## src/rtl/count_event_fifo.sv

```systemverilog
`default_nettype none
// ============================================================================
// Module   : count_event_fifo
// Purpose  : Watches an upstream x/y counter pair. Each change of x captures
//            the {x,y} pair as an event record into a small FIFO that is
//            drained through a valid/ready handshake. Records that arrive
//            while the FIFO is full are dropped and accounted for with a
//            sticky overflow flag and a saturating drop counter.
// Ports    : clk        - clock, rising-edge
//            rst        - asynchronous active-low reset
//            x, y       - upstream slow / fast counts, sampled every clock
//            out_valid  - head record available
//            out_ready  - consumer accepts head record
//            out_data   - head record {x,y}, x in upper W bits
//            level      - FIFO occupancy 0..DEPTH
//            ovf        - sticky: at least one record dropped
//            drop_cnt   - dropped-record count, saturating at 15
//            clr_ovf    - synchronous clear of ovf and drop_cnt
// Revision : 1.0 - initial release
// ============================================================================
module count_event_fifo #(
  parameter int W     = 4,
  parameter int DEPTH = 4,
  parameter int AW    = 2
) (
  input  logic           clk,
  input  logic           rst,
  input  logic [W-1:0]   x,
  input  logic [W-1:0]   y,
  output logic           out_valid,
  input  logic           out_ready,
  output logic [2*W-1:0] out_data,
  output logic [AW:0]    level,
  output logic           ovf,
  output logic [3:0]     drop_cnt,
  input  logic           clr_ovf
);

  localparam logic [AW:0]   FULL_LEVEL = (AW+1)'(DEPTH);
  localparam logic [AW:0]   LVL_ONE    = (AW+1)'(1);
  localparam logic [AW-1:0] PTR_ONE    = AW'(1);
  localparam logic [3:0]    CNT_MAX    = 4'hF;

  logic [2*W-1:0] mem_q [DEPTH];

  logic [AW-1:0] wr_ptr_q, wr_ptr_d;
  logic [AW-1:0] rd_ptr_q, rd_ptr_d;
  logic [AW:0]   level_q, level_d;
  logic [W-1:0]  x_prev_q, x_prev_d;
  logic          armed_q, armed_d;
  logic          ovf_q, ovf_d;
  logic [3:0]    drop_cnt_q, drop_cnt_d;

  logic evt, pop, push, drop, full;

  always_comb begin
    evt  = armed_q && (x != x_prev_q);
    pop  = (level_q != '0) && out_ready;
    full = (level_q == FULL_LEVEL);
    // A pop on the same edge frees the slot, so a full FIFO still accepts.
    push = evt && (!full || pop);
    drop = evt && full && !pop;

    wr_ptr_d   = push ? (wr_ptr_q + PTR_ONE) : wr_ptr_q;
    rd_ptr_d   = pop  ? (rd_ptr_q + PTR_ONE) : rd_ptr_q;
    x_prev_d   = x;
    armed_d    = 1'b1;

    level_d = level_q;
    case ({push, pop})
      2'b10:   level_d = level_q + LVL_ONE;
      2'b01:   level_d = level_q - LVL_ONE;
      default: level_d = level_q;
    endcase

    ovf_d      = ovf_q;
    drop_cnt_d = drop_cnt_q;
    // Clear takes priority over a drop on the same edge.
    if (clr_ovf) begin
      ovf_d      = 1'b0;
      drop_cnt_d = 4'h0;
    end else if (drop) begin
      ovf_d = 1'b1;
      if (drop_cnt_q != CNT_MAX) begin
        drop_cnt_d = drop_cnt_q + 4'h1;
      end
    end
  end

  always_ff @(posedge clk or negedge rst) begin
    if (!rst) begin
      wr_ptr_q   <= '0;
      rd_ptr_q   <= '0;
      level_q    <= '0;
      x_prev_q   <= '0;
      armed_q    <= 1'b0;
      ovf_q      <= 1'b0;
      drop_cnt_q <= 4'h0;
    end else begin
      wr_ptr_q   <= wr_ptr_d;
      rd_ptr_q   <= rd_ptr_d;
      level_q    <= level_d;
      x_prev_q   <= x_prev_d;
      armed_q    <= armed_d;
      ovf_q      <= ovf_d;
      drop_cnt_q <= drop_cnt_d;
    end
  end

  // Storage needs no reset: an entry is only read after it has been written.
  always_ff @(posedge clk) begin
    if (push) begin
      mem_q[wr_ptr_q] <= {x, y};
    end
  end

  assign out_valid = (level_q != '0);
  // Gated so that an empty FIFO (including right after reset) presents zero.
  assign out_data  = out_valid ? mem_q[rd_ptr_q] : '0;
  assign level     = level_q;
  assign ovf       = ovf_q;
  assign drop_cnt  = drop_cnt_q;

endmodule
`default_nettype wire

```

## config.mk

```make
export PLATFORM = sky130hd
export DESIGN_NAME = count_event_fifo
export DESIGN_NICKNAME = d
export VERILOG_FILES = /design/src/rtl/count_event_fifo.sv
export SDC_FILE = /design/constraint.sdc
export NUM_CORES = 1
export LEC_CHECK = 0
export BUFFER_PORTS_ARGS = -buffer_cell sky130_fd_sc_hd__buf_2
export CORE_MARGIN = 10
export CORE_UTILIZATION = 51
export DETAILED_ROUTE_END_ITERATION = 6
export GPL_ROUTABILITY_DRIVEN = 0
export GPL_TIMING_DRIVEN = 0
export PLACE_DENSITY = 0.75
export SETUP_SLACK_MARGIN = 0.4
export SYNTH_ARGS = -nofsm -noshare
export SYNTH_HDL_FRONTEND = slang
export SYNTH_SLANG_ARGS = --single-unit
```

## constraint.sdc

```tcl
create_clock -name clk -period 2.3 [get_ports clk]
set_clock_uncertainty 0.15 [all_clocks]
set_input_delay 0.46 -clock clk [delete_from_list [all_inputs] [get_ports clk]]
set_output_delay 0.46 -clock clk [all_outputs]
set_load 0.05 [all_outputs]
```

Word-level counts from Yosys, hierarchy flattened
Memory sizes are Yosys's and may differ from the RTL's. Cells that the tools add are included.

Flip-flop bits (word level): 17. Memory bits (writable): 32. Bits of input ports: 12. Logic and storage cells: 40. Memories: 1.

Memories: mem_q (words 4, bits a word 8, rd ports 1, clocked after memory_dff 0, write ports 1, RTL line 44) `logic [2*W-1:0] mem_q [DEPTH];`.

Add/sub/neg operators: 5. Equality and inequality tests: 5. Mux-type cells: 9. Reductions and logical operators: 13.

Operators by type and width (count): two-way mux 4 bit (3); two-way mux 8 bit (1); case mux 3 bit (2 select lines) (1); nonzero test 2 bit (3); logical AND 1 bit (5); adder 2 x 1 -> 2 bit, second input constant (2); adder 4 x 1 -> 4 bit, second input constant (1); two-way mux 1 bit (4); inequality test 4 bit (1); inequality test 4 bit, second input constant (1); adder 3 x 1 -> 3 bit, second input constant (1); == test 3 bit, second input constant (1); nonzero test 3 bit (1); subtractor 3 x 1 -> 3 bit, second input constant (1); == test 2 x 1 -> 1 bit, second input constant (1); == test 2 bit, second input constant (1); logical NOT 1 bit (2); AND reduction 2 bit (1); logical OR 1 bit (1).

Depth between registers and ports, before layout
Gate-level depths: netlist of run 1.

Depth in word-level cells: 6. Depth in mapped cells: 8. Mapped depth without buffers: 7.

Least setup slack after synthesis of run 1
Ideal clock, no wire load.

Kind: reg-to-reg. Start point: reg level_q[0], in the netlist level[0]. End point: reg level_q[2], in the netlist level[2]. Arrival: 2314 ps. Data required time: 2056 ps. Path slack: -258 ps. Stages on the path, launching flop included: 8. Path buffers: 1. Cells stage by stage: dfrtp_1 -> o31ai_1 -> clkbuf_1 -> nor2_1 -> fa_1 -> nor3_1 -> a211oi_1 -> a211oi_1.

Longest elaborated chain between the ends: 6. Elaborated cells between the ends (all ways): 12.

Ends and longest elaborated chain: start: declaration (RTL line 48) `logic [AW:0] level_q, level_d;`; start signal: assignment (RTL line 102) `level_q <= level_d;`; == test 3 bit / nonzero test 3 bit (equally long branches) (RTL line 59, 58); logical NOT 1 bit / logical AND 1 bit (equally long branches) (RTL line 61, 58); logical OR 1 bit (RTL line 61) `push = evt && (!full || pop);`; logical AND 1 bit (RTL line 61); == test 2 x 1 -> 1 bit / == test 2 bit (equally long branches) (RTL line 70) `case ({push, pop})`; case mux 3 bit (2 select lines) / nonzero test 2 bit (equally long branches).

Several ways; a longest one is shown, not always the timed one. A chain may end at the register's enable or synchronous reset.

Worst setup path after layout of run 1
Start point: reg x_prev_q[1]. End point: reg level_q[2], in the netlist level[2].

Longest elaborated chain between the ends: 5. Elaborated cells between the ends (all ways): 7.

Ends and longest elaborated chain: start: declaration (RTL line 49) `logic [W-1:0] x_prev_q, x_prev_d;`; start signal: assignment (RTL line 103) `x_prev_q <= x_prev_d;`; inequality test 4 bit * (RTL line 57) `evt = armed_q && (x != x_prev_q);`; logical AND 1 bit * (RTL line 57); logical AND 1 bit * (RTL line 61); == test 2 x 1 -> 1 bit / == test 2 bit (equally long branches) (RTL line 70); case mux 3 bit (2 select lines) / nonzero test 2 bit (equally long branches).

Mark *: on every way between the ends. The rest lies on a longest branch, timed or not.

==> run metrics, run 1 <==
synth unique cells=36; H-Tree Depth=2; CP cell instances=xor2_2 -> o41a_1 -> clkbuf_8 -> nor2_4 -> fa_2 -> nand3_1 -> nor3_2 -> a211oi_2; Mapped Area=~0.0021 mm2; worst reg-to-reg path cell count=8; delay-heaviest family, CP=compound AO/OA/AOI/OAI gates; CTS tree=built; first-pass GRT wire length=about 8500 um; worst setup path category=reg2reg; Worst setup SP type=flop; Core Rows=23; port bufs=28; vias=approximately 1,600; Hold Path Class=in2reg; RSZ-0062 raised after global routing=yes; fin crit share=1.014; cell taking the most area after synthesis=edfxtp_1; crit path from=x_prev_q[1]; Initial Util=0.5326; most common cell after layout, fill and taps aside=edfxtp_1; clk slew on worst S/H paths=approximately 0.1 ns; syn nets=about 160; DP HPWL=between 3000 and 4000 um; drt drc=0; Final ANT Viol Nets=0; P per Cell Area=approximately 1300 mW/mm2; GRT Resource Usage Total=0.1502; Post-Layout Cell Count=around 260; crit path max fanout=5; Synth warnings=0; final setup margin=-0.03140 ns; Worst EP arrival=between 2 and 2.5 ns; top cell type's share of synthesized area=0.4478; Num CTS Buffers=5; Clock Path Buffers=2; Pleak=1.223 nW; Final setup viols=5; Pins Over Slew Limit=0; buffers and inverters on the worst path=1; synthesized instance count=141; final-report hold violation count=0; CTS Root Buffer Type=clkbuf_8; Power Total=about 4.2 mW; most frequent cells in the layout=32 x edfxtp_1, 21 x buf_4, 18 x buf_2; worst reg2reg startpoint=x_prev_q[1]; largest cells by area after synthesis=edfxtp_1 45%, dfrtp_1 20%, mux4_2 8.4%, ha_1 2.9%, nor2b_1 2.6%; Critical Path RT=approximately 2.3 ns; biggest cell delay along the critical path=about 0.46 ns; antenna violations before repair=1; Core Area=between 0.004 and 0.005 mm2; Syn-to-layout area delta=44.61%; Max Clock Freq=0.4289 GHz; die area=just over 0.007 mm2; Wirelength per Cell=~23 um; share of layout cells above drive strength 1=0.5990; status=complete, but fails checks; DRT iter0 DRCs=150; Post-synth EDFFs=32; R2R Setup Slk=-0.03 ns; final WL=5874 um; violations in the final reports=negative setup slack; CP Capture Type=flop; setup TNS=-0.06323 ns; sequential share of the synthesized area=0.6461; mean post-synth cell area=approximately 15 um2; Critical Path Slowest Stage Cell=o41a_1; pin count of the biggest net entering global routing=18; Synth Flop Type=edfxtp_1; #FFs+latches synth=49; Async SR Flop Fraction=0.3469; Placed Cells incl. Taps=219; Tmin final=roughly 2.3 ns; Die X=around 85 um; Stages on worst setup path=8; Max VDD drop=around 0.83 mV; max cap viols=0; Worst-Skew Late Latency=0.31 ns; Vias per Instance=around 6.2; RR Endpoint=level[2]; I/O pins=29; Worst Setup EP=level[2]; vias in the first global route=~1,600; nets=224; gr ovfl total=0; Die H=around 85 um; clk sink count=49; Pre-antenna DRT Iters=4
synth_stat cells, types with 2 or more instances:
master	number
a211oi_1	2
a21oi_1	5
and3_2	4
clkbuf_1	3
dfrtp_1	17
edfxtp_1	32
ha_1	5
inv_1	3
mux4_2	8
nand2_1	4
nand3_1	9
nand4_1	2
nor2_1	4
nor2b_1	9
nor3_1	2
o21ai_0	3
o31ai_1	2
or3_1	3
or4_1	2
xnor2_1	3
xor2_1	4
power breakdown:
group / internal, mW / switching (mW) / total, mW
clock: 0.214 / 0.299 / 0.512
combinational: 1.10 / 1.31 / 2.41
sequential: 1.14 / 0.118 / 1.26
total: 2.45 / 1.73 / 4.18
worst min-delay path by stage:
stage,endpoint,slack (ns),cells past startpoint,from
floorplan,armed_q,0.01,0,rst
finish,x_prev_q[1],0.19,1,x[1]
global placement,drop_cnt[1],0.26,1,rst
CTS,x_prev_q[1],0.19,1,x[1]
detailed placement,ovf,0.26,1,rst
global route,x_prev_q[1],0.19,1,x[1]
state kept, by name, summed over array words and instances, names as in the netlist:
signal and flops:
rd_ptr_q 2, level 3, ovf 1, wr_ptr_q 2, mem_q 32, drop_cnt 4, armed_q 1, x_prev_q 4
logic make-up (layout without fill, tap and decap cells):
logic type | count (synthesis) | count (layout) | synth area share
AOI/OAI and AO/OA | 17 | 17 | 0.05539
xor gates and xnor gates | 7 | 7 | 0.02857
adders and majority gates | 6 | 6 | 0.03848
buffers and inverters | 9 | 75 | 0.01807
DFF | 49 | 49 | 0.6461
muxes | 8 | 8 | 0.08396
other | 1 | 2 | 0.001748
and+or+nand+nor | 44 | 44 | 0.1277
layer usage:
metal  vias to the layer above  track usage  part of all wire
met1                       820       0.1639              0.38
met3                        21      0.04780             0.068
li1                        668            -                 -
met5                         -            0                 0
met2                        93       0.2670              0.52
met4                         0      0.05389             0.031
metrics by stage:
step / cell area [um2] / hold slack (ns) / util / setup WS (ns)
after CTS: 2905 / 0.1912 / 0.7211 / 0.01783
after floorplan: 2230 / 0.01441 / - / 0.07897
final: 3103 / 0.1944 / 0.7702 / -0.03140
after global placement: 2432 / 0.2577 / 0.6037 / -0.1562
after global routing: 3103 / 0.1859 / 0.7702 / -0.08854
after detailed placement: 2432 / 0.2609 / 0.6037 / -0.2607
repair_timing:
| action | 4_1_cts | 5_1_grt |
|---|---|---|
| pin swaps | 20 | 16 |
| cloned | 1 | 1 |
| buffers inserted | 20 | 7 |
| hold buffers | 1 | 0 |
| endpoints found under the hold margin | 17 | 0 |
| endpoints found under the setup margin | 50 | 51 |
| gates resized for setup | 49 | 32 |
final cells by class:
type | count | area, um2
Sequential cell | 49 | 1395
Multi-Input combinational cell | 83 | 965.9
Fill cell | 228 | 925.9
Timing Repair Buffer | 58 | 501.7
Clock buffer | 5 | 68.82
Tap cell | 50 | 62.56
Buffer | 5 | 58.81
Inverter | 4 | 25.02
Clock inverter | 3 | 22.52
Antenna cell | 1 | 2.502
(Power assumes the default switching activity.)
==> run 2, diff against run 1 <==
REMOVE_ABC_BUFFERS = 1   (was unset)
==> run 2 against run 1 <==
The run now ends clean. Die area unchanged. Clock power about the same. Register-to-register slack better by 0.12 ns. Non-clock buffer count up 1. Final cell count unchanged. Wire length down 15%. Worst hold slack worse by 0.0045 ns. Sequential share of layout area up 3.1 points. Total power down 8.4%. First-iteration DRC count down 16%. Critical path type is now reg2out. Critical endpoint is now out_data[6].
==> run metrics, run 2 (same netlist as run 1, synthesis figures left out) <==
Syn-to-layout area delta=34.99%; crit path from=rd_ptr_q[0]; max cap viols=0 (unchanged); Post-Route M1 WL=1942 um (-12%); Initial Util=0.5326 (unchanged); setup TNS=0 ns (+0.06323 ns); I/O pins=29 (unchanged); Worst EP arrival=1.63 ns (-0.74 ns); CP Capture Type=primary output; Num CTS Buffers=5 (unchanged); share of layout cells above drive strength 1=0.5048 (-0.09423); Hold Path Class=in2reg; Clock Path Buffers=2 (unchanged); uppermost routed layer=met4; Vias per Instance=5.798 (-6.6%); port bufs=28 (unchanged); Tmin final=2.236 ns (-0.09494 ns); CTS Root Buffer Type=clkbuf_8; worst setup path category=reg2out; vias=1,496 (-6.6%); Fillers=254 (+11%); final instance area=0.002897 mm2 (-6.7%); Worst setup SP type=flop; Critical Path RT=1.69 ns (-0.65 ns); Final ANT Viol Nets=0 (unchanged); Pins Over Slew Limit=0 (unchanged); pin count of the biggest net entering global routing=18 (unchanged); most common cell after layout, fill and taps aside=edfxtp_1; gr ovfl total=0 (unchanged); Largest Register=mem_q; register area=0.001391 mm2 (-0.27%); clk slew on worst S/H paths=0.10 ns (about the same); vias in the first global route=1,407 (-14%); Pleak=1.144 nW (-6.5%); hold path cells=1 (unchanged); CTS tree=built; DRT iter0 DRCs=126 (-16%); hold slack=0.1899 ns (-0.004550 ns); nets=225 (+0.45%); most frequent cells in the layout=32 x edfxtp_1, 28 x buf_4, 20 x buf_2; Die X=84.87 um (unchanged); H-Tree Depth=2 (unchanged); routed wl met3=344 um (-14%); Wirelength per Cell=19.43 um (-15%); Die H=84.87 um (unchanged); crit path max fanout=9 (+4); die area=0.007202 mm2 (unchanged); status=completed; Max VDD drop=0.7549 mV (-9.4%); final setup margin=0.06354 ns (+0.09494 ns); routed length on met2=2631 um (-14%); Worst-Skew Late Latency=0.31 ns (about the same); final WL=5012 um (-15%); Area after DPL=0.002325 mm2 (-4.4%); Core Rows=23 (unchanged); clk sink count=49 (unchanged); GRT Resource Usage Total=0.1256 (-0.02462); final-report hold violation count=0 (unchanged); Pre-antenna DRT Iters=4 (unchanged); drt drc=0 (unchanged); first-pass GRT wire length=7155 um (-15%); Power Total=3.831 mW (-8.4%); worst reg2reg startpoint=x_prev_q[2]; R2R Setup Slk=0.09 ns (+0.12 ns); P per Cell Area=1323 mW/mm2 (-1.9%); area of the multi-input gates=835.8 um2 (-13%); Final setup viols=0 (-5); worst reg-to-reg path cell count=7 (-1); fin crit share=0.9724 (-0.04128); n_diodes=0 (-1); Max Clock Freq=0.4471 GHz (+4.2%); min-delay src=x[3]; Core Area=0.004029 mm2 (unchanged); Largest register FFs=32 (unchanged); antenna violations before repair=0 (-1); DP HPWL=2838 um (-7.6%); RSZ-0062 raised after global routing=yes; pre-CTS setup slack=-0.6374 ns (-0.3767 ns)
run 2: changes by cell type in the layout (fill, tap and decap cells not counted), sizes merged:
cell      previous run  this run
buf                 58        63
clkbuf               9         5
clkinvlp             3         1
clkinv               0         1
diode                1         0
inv                  4         5
run 2: metrics by stage:
stage | cells | utilization
global route | 258 | 0.7189
floorplan | 136 | -
detailed placement | 214 | 0.5770
finish | 258 | 0.7189
global placement | 214 | 0.5770
CTS | 235 | 0.6634
run 2: layout make-up:
type                       instances  share of cell area
sequential                        49              0.4803
multi-input combinational         83              0.2886
timing repair buffer              64              0.1719
clock buffer                       5             0.02376
tap                               50             0.02160
clock inverter                     3            0.008639
inverter                           4            0.005184
run 2: report_power, final:
part / total (mW) / switching [mW] / internal [mW]
Combinational: 2.04 / 1.14 / 0.893
Clock: 0.515 / 0.295 / 0.220
Sequential: 1.28 / 0.147 / 1.13
run 2: what timing repair did:
item,CTS,global route
resized for setup,36,13
hold buffers,1,0
endpoints found under the setup margin,51,34
gates cloned,0,1
hold endpoints to repair,17,0
setup buffers,12,22
pin swaps,5,17
run 2: final timing paths:
check | to
hold / removal | x_prev_q[3]
hold reg to reg | ovf
min in group asynchronous | x_prev_q[3]
setup reg to reg | level[2]
setup / recovery | out_data[6]
max in group asynchronous | level[1]
run 2: layer usage:
layer  vias up  GRT usage
met2        49     0.2176
met5         -          0
met3        10    0.05067
met1       772     0.1359
li1        665          -
met4         0    0.04341
run 2: critical path, cell delays in order (launching register included):
cell and delay [ns]:
dfrtp_2 0.38, buf_12 0.14, mux4_2 0.49, nor2b_1 0.16, buf_6 0.15
==> run 3, diff against run 2 <==
ABC_AREA = 1   (was unset)
GPL_TIMING_DRIVEN = unset   (was 0)
RECOVER_POWER = 50   (was unset)
==> run 3 against run 2 <==
Maximum frequency rose by 3.0%. Worst setup slack better by 0.066 ns. Synthesized area up 1.1%. Combinational power up 2%. Sequential cell count did not move. Critical endpoint is now out_data[4]. Largest cell class unchanged. Largest power group unchanged.
==> run metrics, run 3 <==
most numerous cell in the Yosys netlist=nor2_1; DRT iter0 DRCs=98 (-22%); Area after DPL=0.002430 mm2 (+4.5%); GRT Resource Usage Total=0.1211 (-0.004491); Largest register FFs=32 (unchanged); Num CTS Buffers=5 (unchanged); P per Cell Area=1372 mW/mm2 (+3.7%); Worst setup SP type=flop; Clock Path Buffers=2 (unchanged); clk slew on worst S/H paths=0.07 ns (-0.03 ns); fin crit share=0.9438 (-0.02860); Synth warnings=0 (unchanged); vias=1,545 (+3.3%); Wirelength per Cell=13.82 um (-29%); synthesized instance count=208 (+48%); hold endpoint=x_prev_q[3]; RR Endpoint=level[2]; Pins Over Slew Limit=0 (unchanged); Final setup viols=0 (unchanged); worst reg-to-reg path cell count=15 (+8); RSZ-0062 raised after global routing=yes; Worst EP arrival=1.56 ns (-0.07 ns); top cell type's share of synthesized area=0.4429 (-0.004907); Fillers=298 (+17%); R2R Setup Slk=0.44 ns (+0.35 ns); gr ovfl total=0 (unchanged); Largest Register=mem_q; antenna violations before repair=0 (unchanged); Async SR Flop Fraction=0.3469 (unchanged); nets=281 (+25%); Initial Util=0.5347 (+0.002081); port bufs=28 (unchanged); Worst-Skew Late Latency=0.29 ns (-0.02 ns); die area=0.007263 mm2 (+0.85%); Pleak=1.210 nW (+5.8%); Mapped Area=0.002170 mm2 (+1.1%); Max Clock Freq=0.4607 GHz (+3.0%); worst slew pin tran=0.9564 ns; first-pass GRT wire length=7051 um (-1.5%); share of layout cells above drive strength 1=0.2841 (-0.2207); Placed Cells incl. Taps=291 (+36%); cell taking the most area after synthesis=edfxtp_1; final WL=4341 um (-13%); Final ANT Viol Nets=0 (unchanged); largest cells by area after synthesis=edfxtp_1 44%, dfrtp_1 20%, nor2_1 7.6%, nand2_1 4.8%, inv_1 4.2%; Slew HR=0.3624; crit path max fanout=5 (-4); vias in the first global route=1,572 (+12%); worst reg2reg startpoint=x_prev_q[1]; CTS tree=built; I/O pins=29 (unchanged); clk sink count=49 (unchanged); #FFs+latches synth=49 (unchanged); min-delay src=x[3]; DP HPWL=2879 um (+1.5%); most frequent cells in the layout=36 x nor2_1, 32 x edfxtp_1, 27 x nand2_1; Hold Path Class=in2reg; H-Tree Depth=2 (unchanged); Tmin final=2.171 ns (-0.06579 ns); final instance area=0.002735 mm2 (-5.6%); sequential share of the synthesized area=0.6390 (-0.007079); Critical Path RT=1.69 ns (about the same); Post-Layout Cell Count=314 (+22%); pin count of the biggest net entering global routing=18 (unchanged); max cap viols=0 (unchanged); CP Capture Type=primary output; worst setup path category=reg2out; Die H=85.23 um (+0.42%); status=completed; Core Area=0.004058 mm2 (+0.71%); hold path cells=1 (unchanged); synth unique cells=26 (-28%); drt drc=0 (unchanged); Die X=85.23 um (+0.42%); Syn-to-layout area delta=26.07%; Synth Flop Type=edfxtp_1; n_diodes=0 (unchanged); most common cell after layout, fill and taps aside=nor2_1; Pre-antenna DRT Iters=4 (unchanged); fin util=0.6741 (-0.04488); most frequent cells after synthesis=44 x nor2_1, 32 x edfxtp_1, 28 x nand2_1; Vias per Instance=4.920 (-15%); Max VDD drop=0.5791 mV (-23%); mean post-synth cell area=10.43 um2 (-31%); Post-synth EDFFs=32 (unchanged); Core Rows=23 (unchanged); setup TNS=0 ns (unchanged); final-report hold violation count=0 (unchanged); CTS Root Buffer Type=clkbuf_8
[run 3: kinds of logic (layout without fill, tap and decap cells)]
kind of cell | Yosys count | in the layout | synth area share
simple gates | 91 | 91 | 0.1834
flops | 49 | 49 | 0.6390
buf+inv | 29 | 85 | 0.05363
compound gates | 27 | 27 | 0.06344
fa+ha+maj | 6 | 6 | 0.03806
xor+xnor | 4 | 4 | 0.01615
other cells | 1 | 1 | 0.001728
mux | 1 | 1 | 0.004614
[run 3: metrics by stage]
| step | setup WS [ns] | total power, mW | hold WS, ns |
|---|---|---|---|
| 4_1_cts | 0.1720 | 3.666 | 0.1931 |
| 6_report | 0.1293 | 3.752 | 0.2302 |
| 3_3_place_gp | 0.2682 | 2.814 | 0.2570 |
| 3_5_place_dp | 0.2083 | 2.836 | 0.2552 |
| 5_1_grt | 0.04415 | 3.996 | 0.2432 |
| 2_1_floorplan | -0.5465 | 2.371 | 0.01441 |
[run 3: timing repair]
| action | CTS | global route |
|---|---|---|
| setup buffers | 9 | 4 |
| gates resized for setup | 21 | 24 |
| pin swaps | 4 | 21 |
| hold buffers | 1 | 0 |
| endpoints found under the setup margin | 9 | 9 |
| hold endpoints to repair | 17 | 0 |
| gates cloned | 1 | 0 |
[run 3: area by class of cell]
cell class	instances	area (um2)	share of cell area
Timing Repair Buffer	52	392.9	0.1436
Tap cell	50	62.56	0.02287
Sequential cell	49	1389	0.5078
Clock buffer	8	80.08	0.02928
Multi-Input combinational cell	130	705.7	0.2580
Inverter	25	105.1	0.03843
[run 3: report_power, final]
part,leakage (nW),switching (mW),internal (mW)
Combinational,0.671,1.30,0.771
Clock,0.0395,0.250,0.216
Sequential,0.499,0.0831,1.13
Total,1.21,1.64,2.11
[run 3: critical path, stage by stage (launching register included)]
cell        delay, ns
dfrtp_2          0.41
clkinvlp_4       0.14
buf_4            0.16
nor2_2           0.08
o21ai_1          0.07
a21oi_1          0.18
buf_4            0.23
[run 3: how the worst max path moves through the flow]
stage	start	endpoint	slack [ns]	depth (start not counted)
6_report	rd_ptr_q[1]	out_data[4]	0.13	6
5_1_grt	rd_ptr_q[1]	out_data[6]	0.04	6
4_1_cts	rd_ptr_q[0]	out_data[4]	0.17	5
3_5_place_dp	x[1]	level[2]	0.21	16
3_3_place_gp	x[0]	level[2]	0.27	16
2_1_floorplan	level[0]	out_data[0]	-0.55	4
[run 3: per-layer routing]
metal	part of all wire	vias up	wire length [um]	GRT usage
li1	-	784	-	-
met1	0.42	726	1832	0.1321
met2	0.52	26	2239	0.2078
met3	0.041	9	180	0.03442
met4	0.021	0	89	0.06437
met5	0	-	0	0
